<file path="config.mk">
export PLATFORM = sky130hd
export DESIGN_NAME = pc_gen
export DESIGN_NICKNAME = d
export VERILOG_FILES = /design/src/rtl/pc_gen.sv
export SDC_FILE = /design/constraint.sdc
export NUM_CORES = 1
export LEC_CHECK = 0
export BUFFER_PORTS_ARGS = -buffer_cell sky130_fd_sc_hd__buf_2
export CORE_AREA = 2 2 124 126
export DETAILED_ROUTE_END_ITERATION = 16
export DIE_AREA = 0 0 126 128
export PLACE_DENSITY_LB_ADDON = 0.08
export SYNTH_ARGS = -nofsm -noshare
export SYNTH_HDL_FRONTEND = slang
export SYNTH_SLANG_ARGS = --single-unit
</file>
<file path="constraint.sdc">
create_clock -name clk_i -period 4 [get_ports clk_i]
set_input_delay 0.4 -clock clk_i [delete_from_list [all_inputs] [get_ports clk_i]]
set_output_delay 0.4 -clock clk_i [all_outputs]
set_load 0.03 [all_outputs]
</file>
<file path="src/rtl/pc_gen.sv">
// Fetch-stage program counter: reset vector, prioritised exception/redirect/stall,
// and a circular return-address stack for call/return prediction.
module pc_gen #(
  parameter int unsigned      XLEN       = 32,
  parameter int unsigned      INC        = 1,
  parameter logic [XLEN-1:0]  RESET_PC   = '0,
  parameter logic [XLEN-1:0]  EXC_VECTOR = XLEN'(32'h0000_0010),
  parameter int unsigned      RAS_DEPTH  = 4
) (
  input  logic            clk_i,
  input  logic            rst_n_i,
  input  logic            stall_i,
  input  logic            exc_i,
  input  logic            redirect_i,
  input  logic [XLEN-1:0] redirect_pc_i,
  input  logic            call_i,
  input  logic [XLEN-1:0] call_pc_i,
  input  logic            ret_i,
  output logic [XLEN-1:0] pc_o,
  output logic            pc_valid_o,
  output logic            ras_empty_o,
  output logic            ras_full_o
);

  localparam int PW = $clog2(RAS_DEPTH);

  logic [XLEN-1:0] pc_q;
  logic            valid_q;
  logic [PW:0]     cnt_q;
  logic [PW-1:0]   ptr_q;   // next free slot; top entry sits at ptr_q-1
  logic [XLEN-1:0] ras_q [RAS_DEPTH];

  logic [XLEN-1:0] pc_inc;
  logic [PW-1:0]   ptr_dec;
  logic [XLEN-1:0] top_pc;
  logic            empty;
  logic            full;
  logic            act;
  logic            ras_we;
  logic [PW-1:0]   ras_wa;

  assign pc_inc  = pc_q + XLEN'(INC);
  assign ptr_dec = ptr_q - PW'(1);
  assign top_pc  = ras_q[ptr_dec];
  assign empty   = (cnt_q == '0);
  assign full    = (cnt_q == (PW+1)'(RAS_DEPTH));

  // Cycles where call/ret are allowed to touch the stack
  assign act    = valid_q && !exc_i && !redirect_i && !stall_i;
  assign ras_we = act && call_i;
  assign ras_wa = (ret_i && !empty) ? ptr_dec : ptr_q;

  always_ff @(posedge clk_i or negedge rst_n_i) begin
    if (!rst_n_i) begin
      pc_q    <= RESET_PC;
      valid_q <= 1'b0;
      cnt_q   <= '0;
      ptr_q   <= '0;
    end else if (!valid_q) begin
      valid_q <= 1'b1;
    end else if (exc_i) begin
      pc_q  <= EXC_VECTOR;
      cnt_q <= '0;
      ptr_q <= '0;
    end else if (redirect_i) begin
      pc_q <= redirect_pc_i;
    end else if (stall_i) begin
      pc_q <= pc_q;
    end else if (call_i && ret_i && !empty) begin
      pc_q <= call_pc_i;
    end else if (call_i) begin
      pc_q  <= call_pc_i;
      ptr_q <= ptr_q + PW'(1);
      if (!full) cnt_q <= cnt_q + 1'b1;
    end else if (ret_i && !empty) begin
      pc_q  <= top_pc;
      ptr_q <= ptr_dec;
      cnt_q <= cnt_q - 1'b1;
    end else begin
      pc_q <= pc_inc;
    end
  end

  // Stack contents need no reset; occupancy is tracked by cnt_q alone
  always_ff @(posedge clk_i) begin
    if (ras_we) ras_q[ras_wa] <= pc_inc;
  end

  assign pc_o        = pc_q;
  assign pc_valid_o  = valid_q;
  assign ras_empty_o = empty;
  assign ras_full_o  = full;

endmodule
</file>
==> results of run 1 <==
-- Yosys cell counts, drive strengths merged, types with 10 or more instances --
library cell	number	area (um^2)
mux4	32	720.7
nor3	14	75.07
nor2	32	120.1
nand3	14	80.08
buf	16	82.57
edfxtp	128	3844
xor2	10	87.58
inv	20	75.07
o21ai	39	195.2
a21oi	28	140.1
xnor2	21	183.9
dfrtp	38	950.9
clkbuf	24	90.09
nand2	42	157.7
a22oi	13	97.59
nand4	12	75.07
-- layer usage --
metal	part of all wire (%)	vias up	track usage [%]	routed length (um)
li1	-	2587	-	-
met1	43	2900	40.81	9450
met2	46	325	42.69	10120
met3	9.1	47	6.135	2015
met4	2.3	0	10.02	506
met5	0	-	0	0
-- stage by stage --
stage | cells | hold WS, ns | instance area (um^2)
final | 906 | 0.1505 | 9261
after global routing | 906 | 0.2066 | 9261
after CTS | 906 | 0.1754 | 9261
after detailed placement | 874 | 0.5676 | 8760
after global placement | 874 | 0.5605 | 8760
after floorplan | 607 | 0.1044 | 8001
-- power by group through the flow --
stage	Combinational [mW]	Clock [mW]	Sequential, mW
after floorplan	0.917	0	2.17
after global placement	1.28	0	2.21
after detailed placement	1.29	0	2.22
after CTS	1.29	1.44	2.18
after global routing	1.40	1.52	2.21
final	1.29	1.43	2.18
-- logic make-up (layout without fill, tap and decap cells) --
kind of cell               Yosys count  in the layout  share of synthesized area [%]
AOI/OAI and AO/OA                  151            151                          12.87
DFF                                166            166                          59.92
buffers and inverters               60            171                          3.096
and+or+nand+nor                    159            159                          10.63
other                                1              1                        0.04687
xor gates and xnor gates            31             31                          3.393
adders and majority gates            2              2                         0.4066
muxes                               37             37                          9.633
-- final timing paths --
kind / end / slack [ns]
max: ras_q[0][3] / 0.99
min: pc_valid_o / 0.15
max reg2reg: ras_q[0][3] / 0.99
min reg2reg: pc_o[23] / 0.58
max in group asynchronous: ptr_q[0] / 3.17
min in group clk_i: pc_o[3] / 0.20
-- worst reg2reg max path, stage by stage, from the launching register on --
cell     delay, ns
dfrtp_1       0.42
nor2b_1       0.44
nand2_1       0.25
nor2_1        0.53
nand2_1       0.27
nor2_4        0.54
buf_12        0.25
-- state kept, by name, summed over array words and instances, names as in the netlist --
| signal | cells |
|---|---|
| ras_q | 128 |
| pc_o | 32 |
| cnt_q | 3 |
| ptr_q | 2 |
| pc_valid_o | 1 |
-- cell type report --
type / instances / area [um^2]
Clock inverter: 11 / 61.31
Timing Repair Buffer: 119 / 643.1
Fill cell: 1161 / 5603
Multi-Input combinational cell: 381 / 3010
Tap cell: 188 / 235.2
Sequential cell: 166 / 4796
Clock buffer: 21 / 440.4
Inverter: 20 / 75.07
==> metrics.md, run 1 <==
| Metric | Value |
|---|---|
| Run status | `finished, final reports clean` |
| Most instantiated flip-flop cell in the synthesis netlist | `edfxtp_1` |
| Leakage component of the power | `3.400 nW` |
| Residual DRC count | `0` |
| Power density normalized to cell area | `529.5 mW/mm^2` |
| CP max stage delay | `0.54 ns` |
| Relative contribution of combinational cells to total power | `26.4%` |
| Critical path fanouts, max | `17` |
| Buf/Inv on CP | `1` |
| Crit path launch | `pc_valid_o` |
| Part of the power in the clock network | `29.1%` |
| Max-cap violations | `0` |
| Unrepaired setup endpoints after global routing | `no` |
| Crit-path leading delay family | `simple AND/OR/NAND/NOR gates` |
| Count of H-tree levels built during CTS | `4` |
| Fraction of registers with async set or reset after synthesis | `~23%` |
| Number of synthesized flops with an enable pin | `128` |
| Distinct cell type count after synthesis | `71` |
| Antenna violations before repair | `0` |
| Number of flip-flops and latches in the synthesized netlist | `166` |
| Util after Layout | `about 62%` |
| Leading cell types in the layout, fill and taps excluded | `128 x edfxtp_1, 105 x buf_2, 42 x nand2_1` |
| Largest net degree at the start of global routing | `40` |
| Design Power | `4.904 mW` |
| Yosys warnings | `0` |
| Die W | `126 um` |
| Wire length of the first global-routing pass | `33590 um` |
| Layout cells sized above 1 | `27.16%` |
| Row count | `45` |
| Clock transition at the registers of the reported paths | `0.06 ns` |
| Final critical-path required period | `3.007 ns` |
| Register-to-Register Path Depth | `6` |
| Number of global-route vias before repair | `5811` |
| Detailed Route Iter0 Violations | `748` |
| Wire length per cell | `about 24 um` |
| Total Routing Usage GR | `28.18%` |
| Share of total power in sequential cells | `44.5%` |
| Critical R2R Launch | `pc_valid_o` |
| Post-synthesis cell count | `607` |
| Transition time at the pin with the least slew margin | `1.039 ns` |
| Switching fraction of total power | `32.49%` |
| Deepest clock path buffer count | `2` |
| Final net count | `778` |
| Power Internal | `3.311 mW` |
| Setup crit start kind | `flop` |
| Signed area change from the synthesized netlist to the final layout | `15.75%` |
| Final Hold Violating Endpoints | `0` |
| CTS hold repair buffers | `0` |
| Total global routing overflow | `0` |
| Sw Pwr | `approximately 1.6 mW` |
| Final setup skew | `approximately 0.0063 ns` |
| Weighted congestion reported at the end of routability-driven placement | `roughly 0.84` |
| Post-synthesis net count | `around 700` |
| Mapped cell area | `0.008001 mm^2` |
| IO Port Bufs | `roughly 110` |
| Num ports | `roughly 110` |
| Resized cells post-CTS | `0` |
| Final critical-path share of the clock period | `75.19%` |
| Hold WC Path Type | `in -> async` |
| Max Slew Vio Count | `0` |
| Remaining max-slew budget at the tightest pin | `between 30% and 40%` |
| Routed Antenna Nets | `0` |
| CTS root buffer | `clkbuf_16` |
| DP Worst Slack | `0.8866 ns` |
| Arrival time of data at the critical path endpoint | `3.14 ns` |
| Min setup slack post-route | `0.9925 ns` |
| Post-Synthesis Mean Instance Area | `13.18 um^2` |
| Post-Route Setup TNS | `0 ns` |
| Sequence of cells on the critical path | `nor2b_1, nand2_1, nor2_1, nand2_1, nor2_4, buf_12` |
| Via-to-Cell Ratio | `approximately 6.5` |
| Number of buffers added by the clock tree synthesis step | `17` |
| Starting Density | `53.83%` |
| Die Ht | `128 um` |
| Total number of vias | `around 5900` |
| Highest Clock Rate | `0.3325 GHz` |
| Insertion delay to the later sink of the worst-skew pair | `0.42 ns` |
| Sequential-to-total area share from yosys stat | `~60%` |
| Half-perimeter wire length after placement | `around 15000 um` |
| Cell type of the slowest stage on the worst timing path | `nor2_4` |
| Count of TritonRoute iterations in the first routing pass | `5` |
| Critical setup path kind | `reg -> reg` |
| Endpoint type of the worst setup path | `flop` |
| Most common library cell in the layout ignoring fill and taps | `edfxtp_1` |
| Num Clock Sinks | `166` |
| Die Outline Area | `around 0.016 mm^2` |
| Setup-failing EPs final | `0` |
| DRT Wirelength | `22100 um` |
| Critical Path Most Common Cell | `nand2_1` |
| Diodes inserted | `0` |
| Area inside the core boundary | `0.01486 mm^2` |
| Worst supply voltage drop on vdd | `300.2 uV` |
| Post-CTS setup-driven buffer insertion count | `0` |
| WP data required | `a little over 4 ns` |
| Crit. path cell count | `6` |
| TritonCTS clock tree | `built` |
Power figures use the tool's default switching activity.
==> run 2, diff against run 1 <==
Clock period 4 ns to 3.1 ns, I/O delays scaled along.
==> run 2 against run 1 <==
  * Non-clock buffer count is 13 higher
  * Critical path type unchanged
  * Worst setup slack lost 0.39 ns
  * Fmax up 20%
  * Die area unchanged
  * Sequential cell count unchanged
  * Wire length increased by 2.6%
  * Power grew 34%
  * Register-to-register slack got worse by 0.39 ns
==> metrics.md, run 2 (synthesis gave the netlist of run 1 again) <==
| Metric | Value |
|---|---|
| Post-CTS setup-driven buffer insertion count | `0` |
| Highest Clock Rate | `0.4005 GHz` |
| Detailed Route Iter0 Violations | `between 600 and 700` |
| Via-to-Cell Ratio | `6.534` |
| Worst R2R Setup Slack | `0.60 ns` |
| Area inside the core boundary | `approximately 0.015 mm^2` |
| Insertion delay to the later sink of the worst-skew pair | `0.42 ns` |
| Setup crit start kind | `flop` |
| Max Slew Vio Count | `0` |
| Critical path fanouts, max | `8` |
| Clock transition at the registers of the reported paths | `about 0.06 ns` |
| CTS hold repair buffers | `0` |
| Number of global-route vias before repair | `5864` |
| Max FFs per register | `~130` |
| Starting Density | `53.83%` |
| Count of H-tree levels built during CTS | `4` |
| Met1 Routed Length | `9308 um` |
| Remaining max-slew budget at the tightest pin | `roughly 30%` |
| Top Metal Used | `met4` |
| Sequential cell area | `0.004796 mm^2` |
| Worst supply voltage drop on vdd | `399.7 uV` |
| Leading cell types in the layout, fill and taps excluded | `128 x edfxtp_1, 105 x buf_2, 42 x nand2_1` |
| Transition time at the pin with the least slew margin | `1.049 ns` |
| Antenna violations before repair | `0` |
| Met3 WL | `2113 um` |
| Residual DRC count | `0` |
| TritonCTS clock tree | `built` |
| Number of filler instances in the final layout | `between 1000 and 1500` |
| WP data required | `around 3.2 ns` |
| CTS root buffer | `clkbuf_16` |
| Hold WC Path Type | `in -> async` |
| Worst hold slack across all endpoints | `0.06478 ns` |
| Final critical-path required period | `2.497 ns` |
| Final net count | `~790` |
| Register with the highest flop count | `ras_q` |
| Layout cells sized above 1 | `28.90%` |
| Multi-input logic area | `0.003010 mm^2` |
| Die W | `126 um` |
| IO Port Bufs | `roughly 110` |
| Reg-to-reg endpoint | `ras_q[1][12]` |
| Leakage component of the power | `3.504 nW` |
| Largest net degree at the start of global routing | `39` |
| Die Outline Area | `0.01613 mm^2` |
| Final Hold Violating Endpoints | `0` |
| Endpoint type of the worst setup path | `flop` |
| Final setup skew | `just over 0.007 ns` |
| Detail Route met2 WL | `10900 um` |
| Arrival time of data at the critical path endpoint | `about 2.6 ns` |
| Routed Antenna Nets | `0` |
| Unrepaired setup endpoints after global routing | `no` |
| Total global routing overflow | `0` |
| Die Ht | `about 130 um` |
| Register-to-Register Path Depth | `4` |
| Max-cap violations | `0` |
| Row count | `45` |
| Resized cells post-CTS | `0` |
| DRT Wirelength | `between 20000 and 25000 um` |
| Number of buffers added by the clock tree synthesis step | `17` |
| Wire length per cell | `roughly 25 um` |
| Critical R2R Launch | `pc_o[0]` |
| Post-Route Setup TNS | `0 ns` |
| Total Routing Usage GR | `28.71%` |
| Setup-failing EPs final | `0` |
| Num Clock Sinks | `166` |
| Num ports | `106` |
| Most common library cell in the layout ignoring fill and taps | `edfxtp_1` |
| Final critical-path share of the clock period | `80.54%` |
| Half-perimeter wire length after placement | `about 16000 um` |
| Count of TritonRoute iterations in the first routing pass | `5` |
| Signed area change from the synthesized netlist to the final layout | `18.06%` |
| Weighted congestion reported at the end of routability-driven placement | `0.8886` |
| Diodes inserted | `0` |
| Critical setup path kind | `reg -> reg` |
| Deepest clock path buffer count | `2` |
| Wire length of the first global-routing pass | `34260 um` |
| Run status | `finished, final reports clean` |
| Total number of vias | `5998` |
| Power density normalized to cell area | `697.7 mW/mm^2` |
run 2: cell types whose count changed in the layout (fill, tap and decap cells not counted), sizes merged:
cell / change
clkinv: -4
inv: +3
clkinvlp: -1
clkbuf: -1
bufinv: +2
buf: +13
run 2: metal layers:
metal  vias to the layer above  GRT usage, %
li1                       2599             -
met3                        29         6.636
met2                       371         45.41
met5                         -             0
met1                      2999         40.22
met4                         0         8.727
run 2: metrics by stage:
step / total power [mW] / cells / instance area, um^2 / setup WS, ns / util, %
6_report: 6.591 / 918 / 9447 / 0.6033 / 63.55
2_1_floorplan: 3.991 / 607 / 8008 / -0.2368 / -
3_3_place_gp: 4.548 / 887 / 8882 / 0.6615 / 59.76
3_5_place_dp: 4.572 / 887 / 8882 / 0.6848 / 59.76
4_1_cts: 6.606 / 918 / 9447 / 0.6710 / 63.55
5_1_grt: 6.852 / 918 / 9447 / 0.4644 / 63.55
run 2: critical path, cell delays in order, from the launching register on:
cell     delay (ns)
dfrtp_1        0.47
ha_1           0.25
nand4_1        0.31
nor4_1         0.89
xnor2_1        0.27
run 2: final cells by class:
cell class              count  area share, %
clock buffers              20          4.623
clock inverters            11          1.351
inverters                  20         0.7947
multi-input cells         381          31.87
flip-flops and latches    166          50.77
well taps                 188          2.490
repair buffers            132          8.106
run 2: worst max-delay path by stage:
stage	start	endpoint	slack [ns]	depth (start not counted)
2_1_floorplan	ptr_q[0]	ras_q[0][0]	-0.24	7
3_3_place_gp	ptr_q[0]	pc_o[14]	0.66	5
3_5_place_dp	ptr_q[0]	pc_o[14]	0.68	5
4_1_cts	ptr_q[0]	pc_o[14]	0.67	5
5_1_grt	pc_o[18]	pc_o[29]	0.46	5
6_report	pc_o[0]	ras_q[1][12]	0.60	4
run 2: where the power goes:
| group | internal [mW] | total, mW | switching, mW |
|---|---|---|---|
| sequential | 2.56 | 2.81 | 0.248 |
| combinational | 0.743 | 1.75 | 1.00 |
| clock | 1.19 | 2.04 | 0.852 |
| total | 4.49 | 6.59 | 2.10 |
==> run 3, diff against run 2 <==
Settings changed: ABC_AREA set to 1, CORE_AREA 2 2 124 126 to 2 2 127 129, DIE_AREA 0 0 126 128 to 0 0 129 131.
Clock period 3.1 ns to 2.4 ns, I/O delays scaled along.
==> run 3 against run 2 <==
  * Power increased by 29%
  * Worst hold slack improved by 0.044 ns
  * Final cell count increased by 41%
  * Utilization decreased by 0.69 points
  * Design area increased by 3.8%
  * Critical endpoint is now ras_q[1][27]
==> metrics.md, run 3 <==
| Metric | Value |
|---|---|
| Post-Synthesis Mean Instance Area | `8.849 um^2` |
| Ranking of synthesized cells by area | `edfxtp_1 46%, nand2_1 12%, dfrtp_1 11%` |
| Worst hold path startpoint | `call_pc_i[30]` |
| Post-CTS setup-driven buffer insertion count | `0` |
| WP data required | `2.52 ns` |
| Dominant cell by count in the synthesized netlist | `nand2_1` |
| Most instantiated flip-flop cell in the synthesis netlist | `edfxtp_1` |
| Crit path launch | `cnt_q[2]` |
| Cell type with the highest aggregate area in the netlist | `edfxtp_1` |
| Die W | `~130 um` |
| Routed Antenna Nets | `0` |
| Highest Clock Rate | `0.4798 GHz` |
| Layout cells sized above 1 | `18.66%` |
| Num ports | `about 110` |
| Number of buffers added by the clock tree synthesis step | `17` |
| Number of synthesized flops with an enable pin | `128` |
| Sequential-to-total area share from yosys stat | `56.91%` |
| Number of global-route vias before repair | `about 6400` |
| Final critical-path share of the clock period | `86.84%` |
| Critical setup path kind | `reg -> reg` |
| Hold WC Path Type | `in -> reg` |
| IO Port Bufs | `105` |
| Count of TritonRoute iterations in the first routing pass | `7` |
| Distinct cell type count after synthesis | `43` |
| Final Hold Violating Endpoints | `0` |
| Diodes inserted | `0` |
| Leakage component of the power | `approximately 4.2 nW` |
| Die Ht | `131 um` |
| Register with the highest flop count | `ras_q` |
| Setup crit start kind | `flop` |
| Wire length of the first global-routing pass | `36140 um` |
| Mapped cell area | `between 0.008 and 0.009 mm^2` |
| Layout Cell Area excl Fill | `0.009804 mm^2` |
| Max Slew Vio Count | `0` |
| Fraction of registers with async set or reset after synthesis | `22.89%` |
| Die Outline Area | `0.01690 mm^2` |
| Power density normalized to cell area | `~870 mW/mm^2` |
| Insertion delay to the later sink of the worst-skew pair | `around 0.44 ns` |
| Leading cell types in the layout, fill and taps excluded | `263 x nand2_1, 177 x nor2_1, 128 x edfxtp_1` |
| Post-synthesis cell count | `952` |
| Residual DRC count | `0` |
| Wire length per cell | `18.12 um` |
| Unrepaired setup endpoints after global routing | `no` |
| Max-cap violations | `0` |
| Design Power | `8.483 mW` |
| Util after Layout | `62.86%` |
| Run status | `finished, final reports clean` |
| Transition time at the pin with the least slew margin | `0.6212 ns` |
| Most frequent cells after synthesis | `263 x nand2_1, 181 x nor2_1, 128 x edfxtp_1` |
| Max FFs per register | `128` |
| Deepest clock path buffer count | `2` |
| Critical R2R Launch | `cnt_q[2]` |
| TritonCTS clock tree | `built` |
| Total number of vias | `7027` |
| Yosys warnings | `0` |
| Critical path fanouts, max | `24` |
| CTS root buffer | `clkbuf_16` |
| Num Clock Sinks | `166` |
| Min setup slack post-route | `0.3159 ns` |
| Worst supply voltage drop on vdd | `681.9 uV` |
| Final net count | `between 1000 and 1500` |
| Endpoint type of the worst setup path | `flop` |
| Post-Route Setup TNS | `0 ns` |
| Arrival time of data at the critical path endpoint | `2.21 ns` |
| Most common library cell in the layout ignoring fill and taps | `nand2_1` |
| DP Worst Slack | `0.3364 ns` |
| Detailed Route Iter0 Violations | `718` |
| Remaining max-slew budget at the tightest pin | `58.31%` |
| Via-to-Cell Ratio | `~5.4` |
| Clock transition at the registers of the reported paths | `~0.070 ns` |
| Placed Instance Area | `0.009231 mm^2` |
| Count of H-tree levels built during CTS | `4` |
| Half-perimeter wire length after placement | `around 17000 um` |
| Final setup skew | `between 0.01 and 0.015 ns` |
| Starting Density | `54.01%` |
| DRT Wirelength | `23430 um` |
| Weighted congestion reported at the end of routability-driven placement | `0.9245` |
| Post-synthesis net count | `1025` |
| Number of flip-flops and latches in the synthesized netlist | `166` |
| Total Routing Usage GR | `28.94%` |
| Top cell type's share of synthesized area | `45.63%` |
| Setup-failing EPs final | `0` |
| Total global routing overflow | `0` |
| Antenna violations before repair | `0` |
| Largest net degree at the start of global routing | `38` |
| Area inside the core boundary | `about 0.016 mm^2` |
| Signed area change from the synthesized netlist to the final layout | `16.38%` |
| Row count | `46` |
| Final critical-path required period | `2.084 ns` |
==> run 3: final timing paths <==
path	end	slack [ns]	cells after the start
max in group asynchronous	pc_o[12]	1.39	3
worst max-delay path	ras_q[1][27]	0.32	7
worst max register to register	ras_q[1][27]	0.32	7
worst min register to register	pc_o[31]	0.56	2
worst min-delay path	pc_o[30]	0.11	5
min in group asynchronous	ptr_q[0]	0.28	2
==> run 3: logic make-up (layout without fill, tap and decap cells) <==
group,after synthesis,count (layout),share of synthesized area [%]
AO/OA/AOI/OAI,159,159,10.23
adder cells (fa/ha/maj),2,2,0.3861
XOR/XNOR,7,7,0.7278
flip-flops,166,166,56.91
buffers and inverters,89,214,5.109
other,1,1,0.04451
AND/OR/NAND/NOR,528,528,26.59
==> run 3: power breakdown <==
group	switching (mW)	leakage [nW]	internal (mW)
combinational	1.66	2.27	0.726
sequential	0.168	1.65	3.31
clock	1.10	0.269	1.52
==> run 3: cell type report <==
| type | count | area [um^2] |
|---|---|---|
| fillers | 1364 | 5793 |
| flip-flops and latches | 166 | 4795 |
| multi-input cells | 697 | 3209 |
| repair buffers | 132 | 768.2 |
| clock buffers | 18 | 429.2 |
| well taps | 216 | 270.3 |
| inverters | 51 | 198.9 |
| clock inverters | 13 | 133.9 |
==> run 3: repair_timing <==
item / 4_1_cts / 5_1_grt
resized for setup: 0 / 0
hold endpoints to repair: 11 / 0
hold buffers: 1 / 0
==> run 3: critical path, cell delays in order (launching register included) <==
cell and delay, ns:
dfrtp_1 0.39, inv_1 0.10, nand3_1 0.14, nand2_2 0.19, xor2_1 0.37, inv_1 0.14
nor2_2 0.21, buf_12 0.23
==> run 3: through the flow <==
stage	std cells	hold slack [ns]
after global routing	1293	0.1350
after detailed placement	1261	0.2093
final	1293	0.1092
after floorplan	952	-0.05559
after CTS	1293	0.09730
after global placement	1261	0.1978
==> run 3: metal layers <==
layer,part of all wire (%),vias up,global-route usage (%)
li1,-,3401,-
met5,0,-,0
met2,46,291,44.41
met3,7.5,18,4.194
met1,46,3317,43.71
met4,1.1,0,7.353
